===== src/rtl/nf_chi_pipe.sv =====
// Elastic 2-share masked Keccak chi layer built from NullFresh component functions.
// Component functions are registered before any share compression; optional output register.
module nf_chi_pipe #(
   parameter int NUM_ROWS = 5,
   parameter bit OUT_REG  = 1'b1
) (
   input  logic                  clk,
   input  logic                  rst_n,
   input  logic                  in_valid,
   output logic                  in_ready,
   input  logic [5*NUM_ROWS-1:0] in_sh1,
   input  logic [5*NUM_ROWS-1:0] in_sh2,
   output logic                  out_valid,
   input  logic                  out_ready,
   output logic [5*NUM_ROWS-1:0] out_sh1,
   output logic [5*NUM_ROWS-1:0] out_sh2,
   output logic                  busy
);

   localparam int W   = 5 * NUM_ROWS;
   localparam int CFW = 20 * NUM_ROWS;

   logic [CFW-1:0] cf_reg;
   logic [CFW-1:0] cf_next;
   logic           v1_reg;
   logic [W-1:0]   comp_sh1;
   logic [W-1:0]   comp_sh2;
   logic           in_fire;
   logic           s1_adv;

   genvar gi, gj;
   generate
      for (gi = 0; gi < NUM_ROWS; gi++) begin : g_row
         logic a1, b1, c1, d1, e1;
         logic a2, b2, c2, d2, e2;
         assign {e1, d1, c1, b1, a1} = in_sh1[5*gi +: 5];
         assign {e2, d2, c2, b2, a2} = in_sh2[5*gi +: 5];

         assign cf_next[20*gi+0]  = a1 ^ d1 ^ (d1 & e1);
         assign cf_next[20*gi+1]  = d1 & e2;
         assign cf_next[20*gi+2]  = a2 ^ d2 ^ (d2 & e1);
         assign cf_next[20*gi+3]  = d2 & e2;
         assign cf_next[20*gi+4]  = a1 & e1;
         assign cf_next[20*gi+5]  = b1 ^ (a1 & e2);
         assign cf_next[20*gi+6]  = e1 ^ (a2 & e1);
         assign cf_next[20*gi+7]  = b2 ^ e2 ^ (a2 & e2);
         assign cf_next[20*gi+8]  = a1 & b1;
         assign cf_next[20*gi+9]  = a1 ^ c1 ^ (a1 & b2);
         assign cf_next[20*gi+10] = a2 ^ c2 ^ (a2 & b1);
         assign cf_next[20*gi+11] = a2 & b2;
         assign cf_next[20*gi+12] = a1 ^ d1 ^ (b1 & c1);
         assign cf_next[20*gi+13] = a1 ^ b1 ^ (b1 & c2);
         assign cf_next[20*gi+14] = b2 & c1;
         assign cf_next[20*gi+15] = b2 ^ d2 ^ (b2 & c2);
         assign cf_next[20*gi+16] = e1 ^ (c1 & d1);
         assign cf_next[20*gi+17] = c1 ^ (c1 & d2);
         assign cf_next[20*gi+18] = a2 ^ b2 ^ e2 ^ (c2 & d1);
         assign cf_next[20*gi+19] = a2 ^ b2 ^ c2 ^ (c2 & d2);

         // Compression only ever sees registered CFs, never the raw input shares.
         for (gj = 0; gj < 5; gj++) begin : g_bit
            assign comp_sh1[5*gi+gj] = cf_reg[20*gi+4*gj]   ^ cf_reg[20*gi+4*gj+1];
            assign comp_sh2[5*gi+gj] = cf_reg[20*gi+4*gj+2] ^ cf_reg[20*gi+4*gj+3];
         end
      end
   endgenerate

   assign in_ready = ~v1_reg | s1_adv;
   assign in_fire  = in_valid & in_ready;

   always_ff @(posedge clk or negedge rst_n) begin
      if (!rst_n) begin
         cf_reg <= '0;
      end else if (in_fire) begin
         cf_reg <= cf_next;
      end
   end

   always_ff @(posedge clk or negedge rst_n) begin
      if (!rst_n) begin
         v1_reg <= 1'b0;
      end else if (in_fire) begin
         v1_reg <= 1'b1;
      end else if (s1_adv) begin
         v1_reg <= 1'b0;
      end
   end

   generate
      if (OUT_REG) begin : g_out_reg
         logic [W-1:0] sh1_reg;
         logic [W-1:0] sh2_reg;
         logic         v2_reg;

         assign s1_adv = v1_reg & (~v2_reg | out_ready);

         always_ff @(posedge clk or negedge rst_n) begin
            if (!rst_n) begin
               sh1_reg <= '0;
               sh2_reg <= '0;
            end else if (s1_adv) begin
               sh1_reg <= comp_sh1;
               sh2_reg <= comp_sh2;
            end
         end

         always_ff @(posedge clk or negedge rst_n) begin
            if (!rst_n) begin
               v2_reg <= 1'b0;
            end else if (s1_adv) begin
               v2_reg <= 1'b1;
            end else if (out_ready) begin
               v2_reg <= 1'b0;
            end
         end

         assign out_valid = v2_reg;
         assign out_sh1   = sh1_reg;
         assign out_sh2   = sh2_reg;
         assign busy      = v1_reg | v2_reg;
      end else begin : g_out_comb
         // Stage 1 drains straight to the output when downstream accepts.
         assign s1_adv    = v1_reg & out_ready;
         assign out_valid = v1_reg;
         assign out_sh1   = comp_sh1;
         assign out_sh2   = comp_sh2;
         assign busy      = v1_reg;
      end
   endgenerate

endmodule


===== config.mk =====
export PLATFORM = sky130hd
export DESIGN_NAME = nf_chi_pipe
export DESIGN_NICKNAME = d
export VERILOG_FILES = /design/src/rtl/nf_chi_pipe.sv
export SDC_FILE = /design/constraint.sdc
export NUM_CORES = 1
export LEC_CHECK = 0
export BUFFER_PORTS_ARGS = -buffer_cell sky130_fd_sc_hd__buf_2
export CAP_MARGIN = 5
export CORE_MARGIN = 2
export CORE_UTILIZATION = 40
export DETAILED_ROUTE_END_ITERATION = 10
export PLACE_DENSITY = 0.7
export SLEW_MARGIN = 20
export SYNTH_ARGS = -nofsm -noshare
export SYNTH_HDL_FRONTEND = slang
export SYNTH_SLANG_ARGS = --single-unit

===== constraint.sdc =====
create_clock -name clk -period 2.6 [get_ports clk]
set_input_delay 0 -clock clk [delete_from_list [all_inputs] [get_ports clk]]
set_output_delay 0 -clock clk [all_outputs]
set_load 0.01 [all_outputs]

# Word-level counts from Yosys, hierarchy flattened
# Index checks and enable logic that the tools add are counted.
# word_totals
inputBits,54
latchBits,0
ff_bits,152
n_memories,0
romBits,0
wordCells,288
ramBits,0
# op_classes
div,0
reduce_logical,2
n_mul,0
shift,0
eq_ne,0
n_bitwise,277
n_lt_le_gt_ge,0
n_mux,4
n_addsub,0
# ops
op,count
$xor A1 B1 Y1,170
$and A1 B1 Y1,102
$mux W1,4
$reduce_bool A2 Y1,2
$or A1 B1 Y1,3
$not A1 Y1,2

# Logic depth before layout (Yosys ltp)
# logic_depth
word_depth,6
depth_mapped,7

# Worst setup path before layout
# Ideal clock, no wire load.
# synth_timing
path_kind,register -> register
start,"reg g_out_reg.v2_reg, in the netlist out_valid"
end,reg cf_reg[18]
n_path_buf,3
stages_incl_launch_ff,7
arrival_ns,1.398
setup_time_ns,0.125
path_slack_ns,1.077
path_cell_list,dfrtp_1 > nand3b_1 > buf_2 > and2_4 > buf_6 > buf_6 > mux2_4
# synth_via
elab_chain_len,5
# synth_rtl
item,line,text
start: declaration,93,logic v2_reg;
start signal: assignment,109,v2_reg <= 1'b0;
start signal: assignment,111,v2_reg <= 1'b1;
start signal: assignment,113,v2_reg <= 1'b0;
$not A1 Y1,95,assign s1_adv = v1_reg & (~v2_reg | out_ready);
$or A1 B1 Y1,95,
$and A1 B1 Y1,95,
$or A1 B1 Y1,68,assign in_ready = ~v1_reg | s1_adv;
$and A1 B1 Y1,69,assign in_fire = in_valid & in_ready;
end signal: assignment,75,cf_reg <= cf_next;
end: declaration,23,logic [CFW-1:0] cf_reg;
# No other way between the ends.
# A chain may end at the register's enable or synchronous reset.

# Final worst setup path
# layout_timing
start,reg v1_reg
end,reg cf_reg[84]
# layout_via
elab_chain_len,3
elab_cells_between_ends,4
# layout_rtl
item,line,text
start: declaration,25,logic v1_reg;
start signal: assignment,81,v1_reg <= 1'b0;
start signal: assignment,83,v1_reg <= 1'b1;
start signal: assignment,85,v1_reg <= 1'b0;
$and A1 B1 Y1 / $not A1 Y1 (equally long branches),"95, 68",
$or A1 B1 Y1 (*),68,
$and A1 B1 Y1 (*),69,
# Mark *: on every way between the ends. The rest lies on a longest branch, timed or not.

==> flow_summary_export.csv <==
group,metric,value,unit
outcome,status,"finished clean",
worst_setup_path,cp.arrival,2.49,ns
sta,timing.final.crit_share,82.7,%
sta,layout_setup_ws,0.449,ns
die,initial_core_util,41.0,%
cells_and_area,final_nets,867,
power,power_density,812,mW/mm^2
synthesis,synthTopCellsByCount,"dfrtp_1 (152), a21oi_1 (100), xor2_1 (75)",
cells_and_area,finalNonFillerCells,1043,
synthesis,async_flop_share,100,%
power,p_switching,2.15,mW
worst_setup_path,critPathMaxStageDelay,0.66,ns
placement,globalplace.congestion,0.768,
sta,setup_viol,0,
global_routing,grt_pass1_vias,5436,
flow_run,drv_cap,0,
synthesis,synth_top_area_share,51.5,%
clock_network,path_clk_slew,0.06,ns
worst_setup_path,crit_path_cell_trace,"nand3b_1 > buf_4 > nand4_1 > dlygate4sd3_1 > o21ai_0",
routing,drt_iter0_markers,302,
die,io_pins,107,
power,vdd_drop_max,0.425,mV
power,sequentialPowerShare,43.1,%
worst_hold_path,hold_path_class,"in2reg",
power,p_comb_share,24.1,%
power,power_frac_clock,32.8,%
worst_setup_path,crit_type,"reg2reg",
power,p_int,5.48,mW
global_routing,grt_max_degree,76,
routing,routed_wl,16400,um
power,p_sw_share,28.2,%
die,die-area,0.0196,mm^2
routing,vias_per_cell,5.02,
global_routing,track_usage,17.4,%
routing,wl_met3,810,um
clock_network,cts_buffers,17,
synthesis,synth_area_leaders,"dfrtp_1 (51%), xor2_1 (8.9%), mux2_2 (8.4%)",
sta,skew,0.00923,ns
routing,route.vias.total,5234,
synthesis,synth_cell_type_count,19,
synthesis,seq_area_frac_synth,51.5,%
synthesis,synth-edff-count,0,
cells_and_area,multi_input_area,0.00332,mm^2
placement,dp_slack,0.863,ns
clock_network,cts-root-buf,"clkbuf_16",
clock_network,tritoncts,"built",
routing,top_layer,"met4",
cells_and_area,syn_to_final_growth,27.3,%
routing,drtAntennaViolNets,0,
global_routing,grt_pass1_wl,27400,um
clock_network,post-cts-setup-buffers,0,
clock_network,hold_buffers,69,
cells_and_area,diodes,0,
synthesis,synth_area,0.00739,mm^2
placement,dp.cells,944,
sta,hold_viol,0,
die,die_h,140,um
placement,portBuffers,106,
worst_setup_path,worstPathRequired,2.94,ns
placement,dpl.hpwl,10000,um
clock_network,cts_sinks,152,
worst_setup_path,cp_max_fo,72,
sta,worstMarginPinSlew,0.807,ns
routing,wirelength_met1,7580,um
clock_network,cts_resized,0,
clock_network,clk_path_buf_depth,2,
power,leakagePower,4.10,nW
synthesis,yosys.area.top_type,"dfrtp_1",
power,power,7.64,mW
synthesis,ys_warn_count,0,
die,core-area,0.0180,mm^2
cells_and_area,largest_reg_flops,100,
cells_and_area,seqCellArea,0.00380,mm^2
synthesis,yosysMostFrequentCell,"dfrtp_1",
worst_setup_path,cp_num_buf_inv,2,
worst_setup_path,crit_family,"buffers and inverters",
routing,dr.pass1.iters,4,
die,die_width,140,um
sta,holdWs,0.0601,ns
cells_and_area,drive_above_1_share,27.9,%
synthesis,avgSynthCellArea,11.7,um^2
routing,routedWlPerCell,15.7,um
clock_network,ctsHtreeMaxLevel,4,
synthesis,ys_ff_latch,152,
worst_setup_path,cp_slowest_cell,"buf_4",
die,rows,49,
synthesis,synthCells,631,
global_routing,overflow,0,
sta,slew-limit-headroom,46.2,%
synthesis,synth_ff_type,"dfrtp_1",
synthesis,syn_nets,695,
clock_network,insertion_delay,0.43,ns
cells_and_area,fillerInstances,1587,
sta,fin_crit,2.15,ns
routing,wl_met2,7600,um
sta,rsz0062_at_grt,"no",
global_routing,grt_antenna_before_repair,0,
sta,slew_violations,0,
sta,final.setup.tns,0,ns
routing,drc,0,
worst_setup_path,startpoint_type,"flip-flop",
worst_setup_path,cp-end-kind,"flip-flop",
sta,max_freq,465,MHz
routing by layer:
layer  vias up  track usage (%)
li1       2470                -
met1      2605             22.9
met2       123             27.7
met3        36             4.58
met4         0             6.95
met5         -                0
power groups by stage:
stage	Sequential (mW)	Combinational (mW)	Clock (mW)
detailed placement	3.33	1.78	0
floorplan	3.42	0.973	0
CTS	3.30	1.86	2.55
finish	3.29	1.84	2.50
global placement	3.33	1.74	0
global route	3.37	2.03	2.66
worst reg2reg max path, delay by kind of cell (launching register included):
family                 cells  cell delay, ns
AO/OA/AOI/OAI              1            0.09
buffers and inverters      2            1.27
AND/OR/NAND/NOR            2            0.31
flip-flops                 1            0.41
placed cells by master, fill, tap and decap left out, drive strengths merged, types with 3 or more instances in the layout:
cell type,netlist,routed
dlygate4sd3,0,69
dfrtp,152,152
a21oi,100,100
nor2b,45,45
clkbuf,17,22
ha,10,10
nand2b,3,3
xnor2,45,45
buf,15,116
o21ai,20,20
clkinv,0,4
mux2,80,80
nand2,26,26
inv,20,20
nand4,20,20
xor2,75,75
bufinv,0,3
final timing paths:
| check | depth (start not counted) | slack, ns | end | from |
|---|---|---|---|---|
| setup reg to reg | 5 | 0.45 | cf_reg[84]$_DFFE_PN0P_ | v1_reg$_DFFE_PN0P_ |
| hold reg to reg | 1 | 0.50 | out_sh2[9]$_DFFE_PN0P_ | out_sh2[9]$_DFFE_PN0P_ |
| hold / removal | 4 | 0.06 | cf_reg[25]$_DFFE_PN0P_ | in_sh2[9] |
| max in group asynchronous | 3 | 1.69 | cf_reg[97]$_DFFE_PN0P_ | rst_n |
| setup / recovery | 5 | 0.45 | cf_reg[84]$_DFFE_PN0P_ | v1_reg$_DFFE_PN0P_ |
| min in group asynchronous | 2 | 0.16 | cf_reg[50]$_DFFE_PN0P_ | rst_n |
metrics by stage:
stage          util (%)  instance area, um^2
4_1_cts            52.2                 9410
3_3_place_gp       45.1                 8120
2_1_floorplan         -                 7390
3_5_place_dp       45.1                 8120
5_1_grt            52.2                 9410
6_report           52.2                 9410
cells by family (layout without fill, tap and decap cells):
group	Yosys count	in the layout	share of synthesized area [%]
xor gates and xnor gates	120	120	14.2
buffers and inverters	52	235	3.66
AOI/OAI and AO/OA	120	120	8.13
adders and majority gates	10	10	1.69
muxes	80	80	13.5
DFF	152	152	51.5
and+or+nand+nor	97	97	7.38
area by class of cell:
class | count | share of cell area [%]
Clock inverter | 8 | 1.29
Multi-Input combinational cell | 427 | 35.3
Sequential cell | 152 | 40.4
Clock buffer | 22 | 5.04
Tap cell | 229 | 3.05
Inverter | 20 | 0.798
Timing Repair Buffer | 185 | 14.1
Note: power is estimated with default switching activity, not from simulation.
